===== config.mk =====
export PLATFORM = sky130hd
export DESIGN_NAME = paddle_bbox_tracker_flat
export DESIGN_NICKNAME = d
export VERILOG_FILES = /design/src/rtl/pong_pkg.sv /design/src/rtl/paddle_bbox_tracker_if.sv /design/src/rtl/paddle_bbox_tracker_bbox_accum.sv /design/src/rtl/paddle_bbox_tracker.sv /design/src/flat_wrapper.sv
export SDC_FILE = /design/constraint.sdc
export NUM_CORES = 1
export LEC_CHECK = 0
export ABC_AREA = 1
export CAP_MARGIN = 0
export CORE_AREA = 2 2 192 194
export CTS_CLUSTER_SIZE = 28
export DETAILED_ROUTE_END_ITERATION = 12
export DIE_AREA = 0 0 194 196
export PLACE_DENSITY_LB_ADDON = 0.3
export SYNTH_ARGS = -nofsm -noshare
export SYNTH_HDL_FRONTEND = slang
export SYNTH_SLANG_ARGS = --single-unit

===== constraint.sdc =====
create_clock -name clk -period 24.3 [get_ports clk]
set_input_delay 2.43 -clock clk [delete_from_list [all_inputs] [get_ports clk]]
set_output_delay 2.43 -clock clk [all_outputs]
set_load 0.01 [all_outputs]

===== src/rtl/pong_pkg.sv =====
// Shared types for the pong paddle tracker: coordinate width, box record and FSM state.
package pong_pkg;
  localparam int COORD_W = 13;

  typedef logic [COORD_W-1:0] coord_t;

  typedef struct packed {
    coord_t top;
    coord_t bot;
    coord_t left;
    coord_t right;
  } bbox_t;

  // Mins start at all ones and maxes at zero so the first hit always wins both compares.
  localparam bbox_t BBOX_CLEAR = {{COORD_W{1'b1}}, {COORD_W{1'b0}},
                                  {COORD_W{1'b1}}, {COORD_W{1'b0}}};

  typedef enum logic {
    ACCUM  = 1'b0,
    COMMIT = 1'b1
  } state_e;
endpackage


===== src/rtl/paddle_bbox_tracker_if.sv =====
// Pixel stream from the 5x5 denoise stage: enable, sync, valid, mask and centre coordinates.
interface paddle_bbox_tracker_if;
  import pong_pkg::*;

  logic   en_i;
  logic   vs_ni;
  logic   valid_i;
  logic   mask_i;
  coord_t row_i;
  coord_t col_i;

  modport master (output en_i, vs_ni, valid_i, mask_i, row_i, col_i);
  modport slave  (input  en_i, vs_ni, valid_i, mask_i, row_i, col_i);
endinterface


===== src/rtl/paddle_bbox_tracker_bbox_accum.sv =====
// One region's running bounding box and saturating pixel count over a frame.
module bbox_accum
  import pong_pkg::*;
#(
  parameter int CNT_W = 20
) (
  input  logic             clk,
  input  logic             rst,
  input  logic             hit,
  input  logic             clear,
  input  coord_t           row,
  input  coord_t           col,
  output bbox_t            bbox,
  output logic [CNT_W-1:0] count
);

  bbox_t            bbox_q, bbox_d;
  logic [CNT_W-1:0] count_q, count_d;

  // Clear wins over hit; the two never coincide because commit happens during sync.
  always_comb begin
    bbox_d  = bbox_q;
    count_d = count_q;
    if (clear) begin
      bbox_d  = BBOX_CLEAR;
      count_d = '0;
    end else if (hit) begin
      if (row < bbox_q.top)   bbox_d.top   = row;
      if (row > bbox_q.bot)   bbox_d.bot   = row;
      if (col < bbox_q.left)  bbox_d.left  = col;
      if (col > bbox_q.right) bbox_d.right = col;
      if (count_q != '1)      count_d      = count_q + CNT_W'(1);
    end
  end

  always_ff @(posedge clk or posedge rst) begin
    if (rst) begin
      bbox_q  <= BBOX_CLEAR;
      count_q <= '0;
    end else begin
      bbox_q  <= bbox_d;
      count_q <= count_d;
    end
  end

  assign bbox  = bbox_q;
  assign count = count_q;
endmodule


===== src/rtl/paddle_bbox_tracker.sv =====
// Per-frame bounding boxes of mask pixels for the left and right pong players.
module paddle_bbox_tracker
  import pong_pkg::*;
#(
  parameter int SPLIT_COL  = 320,
  parameter int MIN_PIXELS = 64,
  parameter int CNT_W      = 20
) (
  input  logic                   clk,
  input  logic                   rst,
  paddle_bbox_tracker_if.slave   pix,
  output logic [COORD_W-1:0]     l_top_o,
  output logic [COORD_W-1:0]     l_bot_o,
  output logic [COORD_W-1:0]     l_left_o,
  output logic [COORD_W-1:0]     l_right_o,
  output logic [COORD_W-1:0]     r_top_o,
  output logic [COORD_W-1:0]     r_bot_o,
  output logic [COORD_W-1:0]     r_left_o,
  output logic [COORD_W-1:0]     r_right_o,
  output logic                   l_valid_o,
  output logic                   r_valid_o,
  output logic                   frame_done_o
);

  localparam coord_t      SPLIT   = coord_t'(SPLIT_COL);
  localparam logic [31:0] MIN_CNT = 32'(MIN_PIXELS);

  state_e           state_q;
  logic             vs_q;
  bbox_t            l_box_q, r_box_q;
  logic             l_valid_q, r_valid_q, done_q;
  bbox_t            l_acc, r_acc;
  logic [CNT_W-1:0] l_cnt, r_cnt;
  logic             hit, in_left, fall, clear, l_ok, r_ok;

  assign hit     = pix.en_i & pix.valid_i & pix.vs_ni & pix.mask_i;
  assign in_left = (pix.col_i < SPLIT);
  assign fall    = vs_q & ~pix.vs_ni;
  assign clear   = (state_q == COMMIT);
  assign l_ok    = (32'(l_cnt) >= MIN_CNT);
  assign r_ok    = (32'(r_cnt) >= MIN_CNT);

  bbox_accum #(.CNT_W(CNT_W)) u_left (
    .clk(clk), .rst(rst), .hit(hit & in_left), .clear(clear),
    .row(pix.row_i), .col(pix.col_i), .bbox(l_acc), .count(l_cnt)
  );

  bbox_accum #(.CNT_W(CNT_W)) u_right (
    .clk(clk), .rst(rst), .hit(hit & ~in_left), .clear(clear),
    .row(pix.row_i), .col(pix.col_i), .bbox(r_acc), .count(r_cnt)
  );

  // Under-populated regions keep their last good box so the overlay does not flicker.
  always_ff @(posedge clk or posedge rst) begin
    if (rst) begin
      state_q   <= ACCUM;
      vs_q      <= 1'b1;
      l_box_q   <= '0;
      r_box_q   <= '0;
      l_valid_q <= 1'b0;
      r_valid_q <= 1'b0;
      done_q    <= 1'b0;
    end else begin
      vs_q   <= pix.vs_ni;
      done_q <= 1'b0;
      case (state_q)
        ACCUM: if (fall) state_q <= COMMIT;
        COMMIT: begin
          state_q   <= ACCUM;
          done_q    <= 1'b1;
          l_valid_q <= l_ok;
          r_valid_q <= r_ok;
          if (l_ok) l_box_q <= l_acc;
          if (r_ok) r_box_q <= r_acc;
        end
        default: state_q <= ACCUM;
      endcase
    end
  end

  assign l_top_o      = l_box_q.top;
  assign l_bot_o      = l_box_q.bot;
  assign l_left_o     = l_box_q.left;
  assign l_right_o    = l_box_q.right;
  assign r_top_o      = r_box_q.top;
  assign r_bot_o      = r_box_q.bot;
  assign r_left_o     = r_box_q.left;
  assign r_right_o    = r_box_q.right;
  assign l_valid_o    = l_valid_q;
  assign r_valid_o    = r_valid_q;
  assign frame_done_o = done_q;
endmodule


===== src/flat_wrapper.sv =====
// flat-port wrapper written by rule: the top's interface ports become plain ports
module paddle_bbox_tracker_flat import pong_pkg::*;
#(
  parameter int SPLIT_COL  = 320,
  parameter int MIN_PIXELS = 64,
  parameter int CNT_W      = 20
)
  (clk, rst, l_top_o, l_bot_o, l_left_o, l_right_o, r_top_o, r_bot_o, r_left_o, r_right_o, l_valid_o, r_valid_o, frame_done_o, pix_en_i, pix_vs_ni, pix_valid_i, pix_mask_i, pix_row_i, pix_col_i);
  paddle_bbox_tracker_if pix_i ();
  input  logic clk;
  input  logic rst;
  output logic [COORD_W-1:0] l_top_o;
  output logic [COORD_W-1:0] l_bot_o;
  output logic [COORD_W-1:0] l_left_o;
  output logic [COORD_W-1:0] l_right_o;
  output logic [COORD_W-1:0] r_top_o;
  output logic [COORD_W-1:0] r_bot_o;
  output logic [COORD_W-1:0] r_left_o;
  output logic [COORD_W-1:0] r_right_o;
  output logic l_valid_o;
  output logic r_valid_o;
  output logic frame_done_o;
  input wire logic [$bits(pix_i.en_i)-1:0] pix_en_i;
  input wire logic [$bits(pix_i.vs_ni)-1:0] pix_vs_ni;
  input wire logic [$bits(pix_i.valid_i)-1:0] pix_valid_i;
  input wire logic [$bits(pix_i.mask_i)-1:0] pix_mask_i;
  input wire logic [$bits(pix_i.row_i)-1:0] pix_row_i;
  input wire logic [$bits(pix_i.col_i)-1:0] pix_col_i;
  assign pix_i.en_i = pix_en_i;
  assign pix_i.vs_ni = pix_vs_ni;
  assign pix_i.valid_i = pix_valid_i;
  assign pix_i.mask_i = pix_mask_i;
  assign pix_i.row_i = pix_row_i;
  assign pix_i.col_i = pix_col_i;
  paddle_bbox_tracker #(.SPLIT_COL(SPLIT_COL), .MIN_PIXELS(MIN_PIXELS), .CNT_W(CNT_W)) u_core (.clk(clk), .rst(rst), .pix(pix_i), .l_top_o(l_top_o), .l_bot_o(l_bot_o), .l_left_o(l_left_o), .l_right_o(l_right_o), .r_top_o(r_top_o), .r_bot_o(r_bot_o), .r_left_o(r_left_o), .r_right_o(r_right_o), .l_valid_o(l_valid_o), .r_valid_o(r_valid_o), .frame_done_o(frame_done_o));
endmodule

# Word level (Yosys, flattened, before mapping)
# Index checks and enable logic that the tools add are counted.
[totals]
regBits = 253
in_bits = 32
output_inout_bits = 107
elab_cells = 92
[op_classes]
add_sub_neg = 2
n_lt_le_gt_ge = 11
eq_ne = 2
n_mux = 21
bitwise_logic = 9
reduce_logical = 24
[op_table]
columns = ["operator", "n"]
rows = [
  ["52-bit two-way mux", 4],
  ["20-bit two-way mux", 6],
  ["13-bit two-way mux", 8],
  ["13-bit > comparator", 4],
  ["13-bit less-than comparator", 4],
  ["20-bit by 1-bit adder with 20-bit output (second input constant)", 2],
  ["20-bit by 7-bit >= comparator with 1-bit output (second input constant)", 2],
  ["20-bit inequality test (second input constant)", 2],
  ["2-bit AND reduction", 12],
  ["2-bit nonzero test", 12],
  ["13-bit by 9-bit less-than comparator with 1-bit output (second input constant)", 1],
  ["1-bit AND", 6],
  ["1-bit NOT", 3],
  ["1-bit two-way mux", 2],
  ["1-bit case mux with 2 select lines", 1],
]

# Logic depth before layout (Yosys ltp)
[depth]
word_depth = 6
ltp_mapped = 13
depth_no_buf = 12

# Cells and area by module
# A second synthesis with hierarchy kept.
[hier_totals]
hier_cells = 1905
hier_area_um2 = 14587.7
[by_module_without_submodules]
columns = ["module", "n_inst", "cells_per_inst", "area_per_inst_um2", "seq_area_each_um2"]
rows = [
  ["bbox_accum at u_core.u_left", 1, 707, 5064.9, 1834.3],
  ["bbox_accum at u_core.u_right", 1, 704, 5057.4, 1834.3],
  ["paddle_bbox_tracker", 1, 494, 4465.5, 2728.9],
]

# Least setup slack after synthesis
# Ideal clock, no wire load.
[synth_timing]
path_kind = "input to register"
from = "input pix_col_i[12]"
to = "register u_core.u_left.bbox_q (netlist bit u_core.u_left.bbox[10])"
setup_ns = 0.119
arrival_ns = 3.607
required_time_ns = 24.181
setup_slack_ns = 20.575
cell_stages = 9
n_path_buf = 0
cell_sequence = "ha_1 > nand2_1 > nor2_1 > and2_1 > nand2_1 > nand2_1 > nand2_2 > nand2_1 > nor2_1"
[synth_via]
elab_chain_cells = 4
word_cells_on_any_way = 6
cone_classes = "order compare: 2; bitwise: 1; reduce/logical: 3"
[synth_lines]
columns = ["element", "line_no", "rtl"]
rows = [
  ["from (decl)", "flat_wrapper.sv:28", "input wire logic [$bits(pix_i.col_i)-1:0] pix_col_i;"],
  ["13-bit by 9-bit less-than comparator with 1-bit output", "paddle_bbox_tracker.sv:37", "assign in_left = (pix.col_i < SPLIT);"],
  ["1-bit AND", "paddle_bbox_tracker.sv:44", ".clk(clk), .rst(rst), .hit(hit & in_left), .clear(clear),"],
  ["2-bit nonzero test (no line)", "-", ""],
  ["2-bit AND reduction (no line) *", "-", ""],
  ["to (signal assigned)", "paddle_bbox_tracker_bbox_accum.sv:41", "bbox_q <= bbox_d;"],
  ["to (decl)", "paddle_bbox_tracker_bbox_accum.sv:17", "bbox_t bbox_q, bbox_d;"],
]
# Mark *: on every way between the ends. The rest lies on a longest branch, timed or not.
# A chain may end at the register's enable or synchronous reset.

# Worst setup path after layout
[layout_timing]
from = "input pix_row_i[8]"
to = "register u_core.u_right.bbox_q (netlist bit u_core.u_right.bbox[35])"
[layout_via]
elab_chain_cells = 3
[layout_lines]
columns = ["element", "line_no", "rtl"]
rows = [
  ["from (decl)", "flat_wrapper.sv:27", "input wire logic [$bits(pix_i.row_i)-1:0] pix_row_i;"],
  ["13-bit > comparator", "paddle_bbox_tracker_bbox_accum.sv:29", "if (row > bbox_q.bot) bbox_d.bot = row;"],
  ["2-bit nonzero test (no line)", "-", ""],
  ["2-bit AND reduction (no line)", "-", ""],
  ["to (signal assigned)", "paddle_bbox_tracker_bbox_accum.sv:41", ""],
  ["to (decl)", "paddle_bbox_tracker_bbox_accum.sv:17", ""],
]
# Every way passes these cells.

==> metrics.md <==
| Metric | Value |
|---|---|
| Slack of the worst reg-to-reg path | 21220 ps |
| Hpwl dp | approximately 28000 microns |
| Cell area after synthesis | 14300 sq um |
| Via Count | around 12000 |
| Leak Pwr | between 8 and 9 nW |
| Yosys cell types | 38 |
| Hold path depth | 2 |
| Avg WL per Cell | ~16 microns |
| CTS resizes | 0 |
| Boundary Pins | around 140 |
| Global-route wire length before repair | between 60000 and 70000 microns |
| Seq. cell area | 6400 sq um |
| Syn. warnings | 0 |
| Worst hold margin | ~460 ps |
| DRT Pass-1 Iters | 5 |
| Multi-input logic area | around 6700 sq um |
| Startpoint Class | input pin |
| Crit end category | flop |
| Unrepaired setup endpoints after global routing | no |
| Slew HR | between 20% and 30% |
| Worst path cell trace | clkdlybuf4s50_1 -> ha_1 -> nand2_1 -> nor2_1 -> nand2_1 -> nor2_1 -> nor2_1 -> nand2_1 -> nand3_1 -> nand2_1 |
| Maxcap violations | 0 |
| Buffers and inverters on the worst path | 1 |
| Core area | 36100 sq um |
| Sequential element share of the synthesized area | roughly 45% |
| Average size of a mapped cell | roughly 8 sq um |
| Hold buffers post-CTS | 0 |
| Finished Cell Area | about 17000 sq um |
| Post-route ant nets | 0 |
| Final hold vios | 0 |
| Post-synthesis instance total | roughly 1800 |
| CP top delay family | simple AND/OR/NAND/NOR gates |
| Initial DRC count | 835 |
| Worst-Skew Late Latency | between 500 and 600 ps |
| Routed WL | approximately 40000 microns |
| Fmax | around 0.2 GHz |
| Post-CTS setup buffers | 0 |
| Total power | around 1.3 mW |
| Final period util | 20.3% |
| CP max stage delay | approximately 800 ps |
| Worst vdd ir | 0.0501 mV |
| Crit-path max FO | 14 |
| Number of global-route vias before repair | about 12000 |
| Post-DP Area | between 15000 and 20000 sq um |
| CTS tree | done |
| Min-delay src | u_core.u_right.bbox[43] |
| Die Y | approximately 200 microns |
| Worst setup path class | in -> reg |
| Largest net degree at the start of global routing | around 140 |
| H-tree levels | 1 |
| Slowest stage cell on the critical path | nor2_1 |
| Reg clk slew, reported paths | around 60 ps |
| Arrival time at the worst endpoint | 5380 ps |
| # port buffers | around 140 |
| CP dominant cell by count | nand2_1 |
| CTS Buf Count | 30 |
| Worst R2R End | u_core.u_right.bbox[21] |
| Drt via density | between 5 and 6 |
| Filler cells | between 3000 and 4000 |
| Row Count | 70 |
| Final core utilization | between 40% and 50% |
| Largest area contributor in the netlist | dfrtp_1 |
| Starting Density | just under 40% |
| CTS root buf | clkbuf_16 |
| Status | finished, final reports clean |
| GRT Residual Overflow | 0 |
| Tmin final | ~5000 ps |
| Die width | approximately 190 microns |
| Synth top area share | 35.0% |
| Synthesized netlist net count | between 1500 and 2000 |
| Top cells by area, synth | dfrtp_1 35%, nand2_1 17%, dfstp_2 9.8%, ha_1 9.1%, nand3_1 8.8% |
| Final net count | 2078 |
| Flops & latches, synth | around 250 |
| TritonCTS sink count | ~250 |
| Hold Path Class | reg -> reg |
| Layout area overhead | 18.5% |
| Bufs on Longest Clock Path | 3 |
| PD cells | 76.5 nW/um^2 |
| Die footprint | 38000 sq um |
| Share of layout cells above drive strength 1 | slightly below 9% |
| Initial antenna violation count | 0 |
| Residual DRC count | 0 |
| Critical Path RT | approximately 25000 ps |
| ANT cells | 0 |
| Setup_tns | 0 ps |
| Actual slew at the worst max-slew pin | about 1100 ps |
| Worst Hold Endpoint | u_core.u_right.bbox[43] |
| Clock skew | roughly 13 ps |
| Max Slew Vio Count | 0 |
| Placer Congestion | 0.888 |
| Final setup violation count | 0 |
| R2R depth | 6 |
| Total track usage | between 20% and 30% |
| R2R Path Start | u_core.clear |
## cell type report
| type | instances | share of cell area, % |
|---|---|---|
| Tap cell | 468 | 3.46 |
| Multi-Input combinational cell | 1313 | 39.5 |
| Timing Repair Buffer | 143 | 8.38 |
| Inverter | 201 | 4.52 |
| Clock buffer | 43 | 5.20 |
| Sequential cell | 253 | 37.8 |
| Clock inverter | 13 | 1.18 |
## placed cells by master (no fill, tap or decap), drive strengths merged, types with 8 or more instances in the layout
cell,netlist,routed
dfstp,53,53
nand2,672,672
nand4,10,10
xor2,12,12
clkbuf,16,43
a21oi,33,33
or2,8,8
clkdlybuf4s50,0,138
nand3,255,255
ha,104,104
nor2,122,122
dfrtp,200,200
nor3,8,8
inv,199,200
o21ai,75,75
## worst max path at each step
stage / depth (start not counted) / slack [ps] / endpoint / from
floorplan: 1 / 15000 / u_core.clear / rst
global route: 10 / 19190 / u_core.u_right.bbox[32] / pix_row_i[8]
detailed placement: 10 / 18850 / u_core.u_right.bbox[35] / pix_row_i[8]
global placement: 10 / 18860 / u_core.u_right.bbox[27] / pix_row_i[8]
finish: 10 / 19370 / u_core.u_right.bbox[35] / pix_row_i[8]
CTS: 10 / 19430 / u_core.u_right.bbox[35] / pix_row_i[8]
## tightest hold or removal path: stages, from the launching register on
cell and delay (ps):
dfstp_2 360, nand2_1 50, nand2_1 50
## Yosys cell counts (all sizes together)
cell    count
nand2     672
nand3     255
dfrtp     200
inv       199
nor2      122
ha        104
o21ai      75
buf        55
dfstp      53
a21oi      33
clkbuf     16
xor2       12
nand4      10
nor3        8
or2         8
xnor2       6
nand3b      3
nor4        3
clkinv      2
and2        1
nor3b       1
## cells by family (layout without fill, tap and decap cells)
group	Yosys count	count (layout)	synth area share [%]
compound gates	108	108	4.21
xor+xnor	18	18	1.10
fa+ha+maj	104	104	9.11
buf+inv	272	400	8.49
flops	253	253	44.8
simple gates	1083	1083	32.3
## where the power goes
group / total (mW) / leakage [nW] / internal, mW / switching (mW)
clock: 0.491 / 0.527 / 0.304 / 0.187
sequential: 0.539 / 3.33 / 0.498 / 0.0408
combinational: 0.266 / 4.66 / 0.0864 / 0.179
## state kept, by name, summed over array words and instances (netlist names), 13 cells and up
name,cells
u_core.r_right_o,13
u_core.u_right.count,20
u_core.l_left_o,13
u_core.l_top_o,13
u_core.l_right_o,13
u_core.r_left_o,13
u_core.l_bot_o,13
u_core.r_top_o,13
u_core.u_left.count,20
u_core.u_left.bbox,52
u_core.u_right.bbox,52
u_core.r_bot_o,13
## stage by stage
step | setup slack, ps | instances
CTS | 19430 | 2434
detailed placement | 18850 | 2378
finish | 19370 | 2434
global placement | 18860 | 2378
floorplan | 15000 | 1838
global route | 19190 | 2434
## metal layers
metal / global-route usage, % / part of all wire [%]
met1: 31.0 / 49
met2: 32.3 / 44
met3: 2.92 / 5.8
met4: 4.99 / 1.7
met5: 0 / 0
Power figures use the tool's default switching activity.
